File: config.mk
export PLATFORM = sky130hd
export DESIGN_NAME = score_video_gen
export DESIGN_NICKNAME = d
export VERILOG_FILES = /design/src/rtl/score_video_gen.sv
export SDC_FILE = /design/constraint.sdc
export NUM_CORES = 1
export LEC_CHECK = 0
export ABC_AREA = 1
export BUFFER_PORTS_ARGS = -buffer_cell sky130_fd_sc_hd__buf_2
export CAP_MARGIN = 30
export CORE_AREA = 10 10 78 80
export CTS_BUF_LIST = sky130_fd_sc_hd__clkbuf_4
export DETAILED_ROUTE_END_ITERATION = 10
export DIE_AREA = 0 0 88 90
export SLEW_MARGIN = 10
export SYNTH_ARGS = -nofsm -noshare
export SYNTH_HDL_FRONTEND = slang
export SYNTH_SLANG_ARGS = --single-unit
File: constraint.sdc
create_clock -name clk7_159 -period 3.4 [get_ports clk7_159]
set_input_delay 0.51 -clock clk7_159 [delete_from_list [all_inputs] [get_ports clk7_159]]
set_output_delay 0.51 -clock clk7_159 [all_outputs]
set_load 0.005 [all_outputs]
File: src/rtl/score_video_gen.sv
// score_video_gen: renders a NUM_DIGITS-digit BCD score as 7-segment glyphs into a 1-bit
// pixel stream. The digit cells are 16x32 px, spaced PITCH px apart, with their top-left corner
// at (X0, Y0). The pipeline has two register stages, so score lags hcount/vcount by 2 clocks.
//
// Ports
//   clk7_159    : pixel clock, the only clock
//   reset       : synchronous, active-high reset
//   hcount      : current pixel column (9 bits)
//   vcount      : current line (9 bits)
//   frame_start : one-cycle pulse at the start of vertical blank; latches the shadow inputs
//   digits      : packed BCD, digit 0 (most significant) in the top nibble
//   lz_blank    : blank leading zeros (the last digit is always shown)
//   blink_en    : blink the whole score, BLINK_FRAMES frames on, then BLINK_FRAMES frames off
//   score       : registered score pixel
module score_video_gen #(
    parameter int unsigned NUM_DIGITS   = 2,
    parameter int unsigned X0           = 160,
    parameter int unsigned Y0           = 32,
    parameter int unsigned PITCH        = 32,
    parameter int unsigned BLINK_FRAMES = 16
) (
    input  logic                    clk7_159,
    input  logic                    reset,
    input  logic [8:0]              hcount,
    input  logic [8:0]              vcount,
    input  logic                    frame_start,
    input  logic [4*NUM_DIGITS-1:0] digits,
    input  logic                    lz_blank,
    input  logic                    blink_en,
    output logic                    score
);

    localparam int unsigned DW = 4 * NUM_DIGITS;
    localparam int unsigned IW = (NUM_DIGITS > 1) ? $clog2(NUM_DIGITS) : 1;
    localparam logic [7:0] BLINK_LAST = 8'(BLINK_FRAMES - 1);

    // Shadow copies, loaded only on frame_start.
    logic [DW-1:0] dig_q;
    logic          lz_q;
    logic          ben_q;
    logic [7:0]    cnt_q, cnt_d;
    logic          phase_q, phase_d;

    // Display copies lag the shadows by one cycle. A pixel that arrives together with
    // frame_start is evaluated in stage 2 one cycle later; the lag makes it still see the
    // previous shadow values, while the next pixel sees the new ones.
    logic [DW-1:0] disp_dig_q;
    logic          disp_lz_q;
    logic          disp_vis_q;

    // Stage 1 pipeline registers.
    logic          in_cell_q, in_cell_d;
    logic [IW-1:0] cell_q, cell_d;
    logic [3:0]    lx_q, lx_d;
    logic [4:0]    ly_q, ly_d;

    logic          score_d;

    // Blink counter: cleared while blinking is disabled, and advanced once per frame otherwise.
    always_comb begin
        cnt_d   = cnt_q;
        phase_d = phase_q;
        if (!ben_q) begin
            cnt_d   = 8'd0;
            phase_d = 1'b0;
        end else if (frame_start) begin
            if (cnt_q >= BLINK_LAST) begin
                cnt_d   = 8'd0;
                phase_d = ~phase_q;
            end else begin
                cnt_d = cnt_q + 8'd1;
            end
        end
    end

    // Stage 1: decode the cell index and the cell-local coordinates. Coordinates are
    // 10-bit, and cells whose left edge lies beyond column 511 are excluded.
    logic [9:0] h10, v10, dx, dy;
    logic       in_y;

    always_comb begin
        h10       = {1'b0, hcount};
        v10       = {1'b0, vcount};
        dy        = v10 - 10'(Y0);
        in_y      = (Y0 <= 32'd511) && (v10 >= 10'(Y0)) && (dy < 10'd32);
        dx        = '0;
        in_cell_d = 1'b0;
        cell_d    = '0;
        lx_d      = '0;
        for (int k = 0; k < NUM_DIGITS; k++) begin
            if (X0 + k * PITCH <= 32'd511) begin
                dx = h10 - 10'(X0 + k * PITCH);
                if ((h10 >= 10'(X0 + k * PITCH)) && (dx < 10'd16)) begin
                    in_cell_d = in_y;
                    cell_d    = IW'(k);
                    lx_d      = dx[3:0];
                end
            end
        end
        ly_d = dy[4:0];
    end

    // Segment set for one BCD digit as {a,b,c,d,e,f,g}. Codes 10-15 light nothing.
    function automatic logic [6:0] seg7(input logic [3:0] n);
        unique case (n)
            4'd0:    seg7 = 7'b1111110;
            4'd1:    seg7 = 7'b0110000;
            4'd2:    seg7 = 7'b1101101;
            4'd3:    seg7 = 7'b1111001;
            4'd4:    seg7 = 7'b0110011;
            4'd5:    seg7 = 7'b1011011;
            4'd6:    seg7 = 7'b1011111;
            4'd7:    seg7 = 7'b1110000;
            4'd8:    seg7 = 7'b1111111;
            4'd9:    seg7 = 7'b1111011;
            default: seg7 = 7'b0000000;
        endcase
    endfunction

    // Stage 2: select the digit, apply leading-zero blanking, and test segment regions.
    logic [3:0] nib, dk;
    logic       lead, blanked, hit;
    logic [6:0] seg;
    logic       xl, xr, yt, yb;

    always_comb begin
        nib     = 4'd0;
        blanked = 1'b0;
        lead    = disp_lz_q;
        for (int k = 0; k < NUM_DIGITS; k++) begin
            dk   = disp_dig_q[4*(NUM_DIGITS-1-k) +: 4];
            // lead stays set while every digit from 0 up to k is zero
            lead = lead & (dk == 4'd0);
            if (cell_q == IW'(k)) begin
                nib     = dk;
                blanked = lead && (k != int'(NUM_DIGITS) - 1);
            end
        end
        seg = seg7(nib);
        xl  = (lx_q <= 4'd3);
        xr  = (lx_q >= 4'd12);
        yt  = (ly_q <= 5'd15);
        yb  = (ly_q >= 5'd16);
        hit = (seg[6] && (ly_q <= 5'd3))
            | (seg[5] && xr && yt)
            | (seg[4] && xr && yb)
            | (seg[3] && (ly_q >= 5'd28))
            | (seg[2] && xl && yb)
            | (seg[1] && xl && yt)
            | (seg[0] && (ly_q >= 5'd14) && (ly_q <= 5'd17));
        score_d = in_cell_q & hit & ~blanked & disp_vis_q;
    end

    always_ff @(posedge clk7_159) begin
        if (reset) begin
            dig_q      <= '0;
            lz_q       <= 1'b0;
            ben_q      <= 1'b0;
            cnt_q      <= 8'd0;
            phase_q    <= 1'b0;
            disp_dig_q <= '0;
            disp_lz_q  <= 1'b0;
            disp_vis_q <= 1'b0;
            in_cell_q  <= 1'b0;
            cell_q     <= '0;
            lx_q       <= '0;
            ly_q       <= '0;
            score      <= 1'b0;
        end else begin
            if (frame_start) begin
                dig_q <= digits;
                lz_q  <= lz_blank;
                ben_q <= blink_en;
            end
            cnt_q      <= cnt_d;
            phase_q    <= phase_d;
            disp_dig_q <= dig_q;
            disp_lz_q  <= lz_q;
            disp_vis_q <= ~phase_q;
            in_cell_q  <= in_cell_d;
            cell_q     <= cell_d;
            lx_q       <= lx_d;
            ly_q       <= ly_d;
            score      <= score_d;
        end
    end

endmodule

### Word level (Yosys, flattened, before mapping)

Memories as Yosys holds them, arrays and structs flattened.
Cells that the tools add are included.
W data, S select, Z words.

* shift operators: 0
* reductions and logical operators: 18
* order comparisons: 15
* multiply operators: 0
* divide/modulo/power cells: 0
* $add $sub $neg: 4
* equal/unequal tests: 0
* muxes and demuxes: 8
* bitwise gates (word level): 13

Operators with widths (number)
* $lt A10 B5 Y1 const B: 2
* $sub A9 B8 Y10 const B: 2
* $ge A9 B8 Y1 const B: 2
* $logic_and A1 B1 Y1: 15
* $mux W4: 3
* $ge A5 B5 Y1 const B: 2
* $lt A10 B6 Y1 const B: 1
* $sub A9 B6 Y10 const B: 1
* $ge A9 B6 Y1 const B: 1
* $add A8 B1 Y8 const B: 1
* $ge A8 B4 Y1 const B: 1
* $mux W8: 1
* $or A1 B1 Y1: 6
* $ge A5 B4 Y1 const B: 1
* $le A5 B2 Y1 const B: 1
* $le A5 B4 Y1 const B: 1
* $le A5 B5 Y1 const B: 1
* $and A1 B1 Y1: 4
* $ge A4 B4 Y1 const B: 1
* $le A4 B2 Y1 const B: 1
* $logic_not A4 Y1: 1
* $mux W1: 4
* $not A1 Y1: 3
* $reduce_and A2 Y1: 1
* $reduce_or A2 Y1: 1

* input port bits: 31
* bits in writable memories: 0
* output and inout port bits: 1
* flip-flop bits (word level): 41
* bits in read-only memories: 112
* memories: 1
* latch bits: 0

Memories
* (no name shown): depth 16, bits a word 7, rd ports 1, clocked after memory_dff 0, write ports 0, RTL line 105 `unique case (n)`

### Logic depth before layout (Yosys ltp)

An unclocked memory read counts as a cell.

* depth in word-level cells: 13
* gate-level depth with buffers: 15
* mapped depth without buffers: 14

### Least setup slack after synthesis

No wires, ideal clock.

* kind: reg-to-reg
* start: register cell_q
* end: register score
* data required time: 3278 ps
* buffers on the path: 1
* slack: 1935 ps
* library setup time: 122 ps
* clock period less this slack: 1465 ps
* cell stages (with the launch flop): 14
* arrival time: 1343 ps
* cell sequence: dfxtp_1 buf_6 inv_6 nand2_2 nand2_4 ha_1 nand3_1 nand3_1 nand3_1 nand2_1 inv_1 nand2_1 nand2_1 a21oi_2

* cells in the longest elaborated chain, start to end: 13
* elaborated cells between the ends (all ways): 25
* those cells by class: mux (2); bitwise (10); reduce/logical (12); memory (1)

Ends and longest elaborated chain
* start: declaration: RTL line 53 `logic [IW-1:0] cell_q, cell_d;`
* start signal: assignment: RTL line 181 `cell_q <= cell_d;`
* $mux W4: RTL line 134 `if (cell_q == IW'(k)) begin`
* $mem_v2 Z16 W7
* $logic_and A1 B1 Y1 (2 in series): RTL line 145 `| (seg[5] && xr && yt)`
* $or A1 B1 Y1: RTL line 145
* $or A1 B1 Y1: RTL line 146 `| (seg[4] && xr && yb)`
* $or A1 B1 Y1: RTL line 147 `| (seg[3] && (ly_q >= 5'd28))`
* $or A1 B1 Y1: RTL line 148 `| (seg[2] && xl && yb)`
* $or A1 B1 Y1: RTL line 149 `| (seg[1] && xl && yt)`
* $or A1 B1 Y1: RTL line 150 `| (seg[0] && (ly_q >= 5'd14) && (ly_q <= 5'd17));`
* $and A1 B1 Y1: RTL line 151 `score_d = in_cell_q & hit & ~blanked & disp_vis_q;`
* $and A1 B1 Y1 (*) (2 in series): RTL line 151
* end signal: assignment: RTL line 184 `score <= score_d;`
* end: declaration: RTL line 30 `output logic score`

Mark *: on every way between the ends. The rest lies on a longest branch, timed or not.
A chain may end at the register's enable or synchronous reset.

### Worst setup path after layout

Same ends and word-level chain as after synthesis.

==> impl_metrics.tcl <==
set metrics [dict create \
    ys_async_sr_fraction_pct 0 \
    synth-xor-area-share_pct 1.49 \
    maxSlewHeadroom_pct 75.4 \
    worstReg2RegEnd "score" \
    fin_hold_ws_ps 355 \
    clock_sink_count 38 \
    viasPerCell 4.58 \
    pins_over_their_slew_limit 0 \
    worstHoldEndpoint "ly_q[2]" \
    htreeDepth 2 \
    grt_start_max_net_pins 24 \
    synth_enable_flop_cells 0 \
    drtPass1Iterations 4 \
    synth_fa_ha_area_share_pct 6.37 \
    area_grow_syn2layout_pct 16.3 \
    r2r_cells 13 \
    ys_types 32 \
    synth_ff_type "sky130_fd_sc_hd__dfxtp_1" \
    maximum_achievable_frequency_ghz 0.583 \
    hpwlAfterDp_mm 2.66 \
    ctsHoldBuffers 0 \
    clock-root-buffer "sky130_fd_sc_hd__clkbuf_4" \
    synth_top_family_by_area "simple AND/OR/NAND/NOR gates" \
    static-leakage-power_nw 1.01 \
    timing.setup.tns_ps 0 \
    clkLatencyLatePin_ps 350 \
    most_frequent_cell_after_synthesis "sky130_fd_sc_hd__inv_1" \
    layout-drive-gt1-share_pct 19.6 \
    worst_hold_path_stage_count 3 \
    sort_of_element_at_the_start_of_the_critical_path "flop" \
    arrival_ps 2000 \
    power_density_nw_per_um2 463 \
    cts-buffers-inserted 5 \
    grt_setup_unrepaired "false" \
    final_hold_viol_count 0 \
    netlist_top_cells_area "sky130_fd_sc_hd__dfxtp_1 (43%), sky130_fd_sc_hd__inv_1 (8.5%), sky130_fd_sc_hd__nand2_1 (7.4%)" \
    ir_worst_vdd_mv 0.271 \
    port_buffers 30 \
    dieArea_sq_um 7920 \
    synthesized_area_fraction_occupied_by_ao_oa_aoi_and_oai_cells_pct 9.34 \
    grtUsageTotal_pct 8.92 \
    finalClockSkew_ps 9.05 \
    cts-root-to-sink-buffers 2 \
    postSynthAreaPerCell_sq_um 7.40 \
    gpl.final_weighted_congestion 0.843 \
    worstPathMaxFanout 8 \
    synth_top_area_cell "sky130_fd_sc_hd__dfxtp_1" \
    wire_per_inst_um 10.4 \
    first_global_vias 1451 \
    placementRows 25 \
    power.internal_w 0.000731 \
    initial_antenna_violation_count 0 \
    synth_fp_nets 279 \
    gr-total-overflow 0 \
    critical_path.reg2reg.startpoint "cell_q" \
    pwr-share-comb_pct 10.1 \
    worst_hold_startpoint "vcount[2]" \
    synth_cells 239 \
    r2r_setup_slack_ps 1690 \
    synthSimpleGateAreaFrac_pct 27.5 \
    seq_total_area_yosys_pct 43.0 \
    setup_viol_count_final 0 \
    share_clk_of_total_power_pct 40.6 \
    fillcell_total 462 \
    netlist_top_cells_count "sky130_fd_sc_hd__inv_1 (40), sky130_fd_sc_hd__dfxtp_1 (38), sky130_fd_sc_hd__nand2_1 (35)" \
    drc 0 \
    worst_slew_pin_slew_ps 369 \
    boundaryPins 32 \
    n_antenna_cell 0 \
    final_period_minus_worst_setup_slack_ps 1710 \
    grt_pass1_wl_mm 5.88 \
    postCtsSetupBuffers 0 \
    drt_iter0_drc 34 \
    yosys-mux-area-fraction_pct 0 \
    fp.dieH_um 90 \
    clk_transition_reported_paths_ps 110 \
    routed_wirelength_mm 3.36 \
    timing_worst_setup_path_type "flop to flop" \
    final_min_period_over_clock_period_pct 50.4 \
    design.core.area_sq_um 4600 \
    critPathCaptureType "flop" \
    dr_total_vias 1485 \
    die_width_um 88 \
    synth_seq_cells 38 \
    power.sequential.fraction_pct 49.2 \
    swShare_pct 23.2 \
    worstPathRequired_ps 3690 \
    min_path_type "input port to flop" \
    post_cts_resize_count 0 \
    cts_tree "built" \
    synthesis.area_sq_um 1770 \
    run_status "completed" \
    switching_power_w 0.000220 \
    nNetsFinal 309 \
    initial_utilization_pct 38.4 \
    ys.warnings.count 0 \
    maxCapViolCount 0 \
    final_design_area_no_fill_sq_um 2060 \
    area_after_dpl_sq_um 1950 \
    route.antenna.remaining_nets 0 \
    yosysTopAreaCellShare_pct 43.0 \
]
[state kept, by name (all words and copies together), names as in the netlist]
name        count
score           1
lx_q            2
lz_q            1
disp_dig_q      8
in_cell_q       1
disp_vis_q      1
dig_q           8
phase_q         1
cell_q          1
ben_q           1
cnt_q           8
disp_lz_q       1
ly_q            4
[worst max-delay path by stage]
| stage | from | end | slack [ps] | cells past startpoint |
|---|---|---|---|---|
| after detailed placement | cell_q | score | 1700 | 13 |
| final | cell_q | score | 1690 | 13 |
| after global routing | cell_q | score | 1470 | 13 |
| after floorplan | cell_q | score | 1930 | 13 |
| after CTS | cell_q | score | 1660 | 13 |
| after global placement | cell_q | score | 1700 | 13 |
[through the flow]
stage	setup WS, ps	power [W]	instances	util (%)
floorplan	1930	0.000546	239	-
global placement	1700	0.000575	316	42.4
detailed placement	1700	0.000576	316	42.4
CTS	1660	0.000964	324	44.7
global route	1470	0.00100	324	44.7
finish	1690	0.000952	324	44.7
[layout make-up]
| type | instances | area [sq um] | share of cell area, % |
|---|---|---|---|
| clock buffer | 5 | 37.5 | 1.82 |
| clock inverter | 3 | 68.8 | 3.35 |
| inverter | 47 | 183 | 8.88 |
| multi-input combinational | 147 | 790 | 38.4 |
| sequential | 38 | 761 | 37.0 |
| tap | 54 | 67.6 | 3.28 |
| timing repair buffer | 30 | 150 | 7.30 |
[cells in the final DEF (no fill, tap or decap), drive strengths merged]
cell type,n
xor2,2
bufinv,2
o21ai,10
o31ai,1
dfxtp,38
o2111ai,2
nand2,42
nor2,29
nand3,21
a21oi,16
or2,3
clkbuf,5
nor3,4
inv,45
o22ai,1
clkinv,3
and2,1
xnor2,1
nor4,1
buf,30
nand4,4
ha,9
[cell families (layout without fill, tap and decap cells)]
logic type               count (synthesis)  count (layout)
AND/OR/NAND/NOR                        105             105
buffers and inverters                   54              85
flip-flops                              38              38
AO/OA/AOI/OAI                           30              30
adder cells (fa/ha/maj)                  9               9
XOR/XNOR                                 3               3
[layer usage]
metal	vias to the layer above	GRT usage, %	wire length (um)	part of all wire [%]
met5	-	0	0	0
met4	0	4.39	64	1.9
met3	7	3.25	147	4.4
met2	25	14.1	1600	48
met1	648	10.2	1540	46
li1	805	-	-	-
[critical path, stage by stage, from the launching register on]
cell and delay [ps]:
sky130_fd_sc_hd__dfxtp_1 540, sky130_fd_sc_hd__nand2_1 150, sky130_fd_sc_hd__nand2_4 120, sky130_fd_sc_hd__inv_2 60, sky130_fd_sc_hd__ha_1 190, sky130_fd_sc_hd__inv_1 50, sky130_fd_sc_hd__nand3_1 90, sky130_fd_sc_hd__nand3_1 80
sky130_fd_sc_hd__nand3_1 70, sky130_fd_sc_hd__nand2_1 60, sky130_fd_sc_hd__inv_1 30, sky130_fd_sc_hd__nand2_1 50, sky130_fd_sc_hd__nand2_1 60, sky130_fd_sc_hd__a21oi_2 100
[power groups by stage]
stage	clock network (W)	registers, W	logic, W
final	0.000387	0.000469	0.0000963
after global routing	0.000418	0.000471	0.000112
after CTS	0.000397	0.000469	0.0000975
after detailed placement	0	0.000479	0.0000970
after global placement	0	0.000479	0.0000961
after floorplan	0	0.000477	0.0000684
No activity file was read; power rests on OpenSTA's default activity.
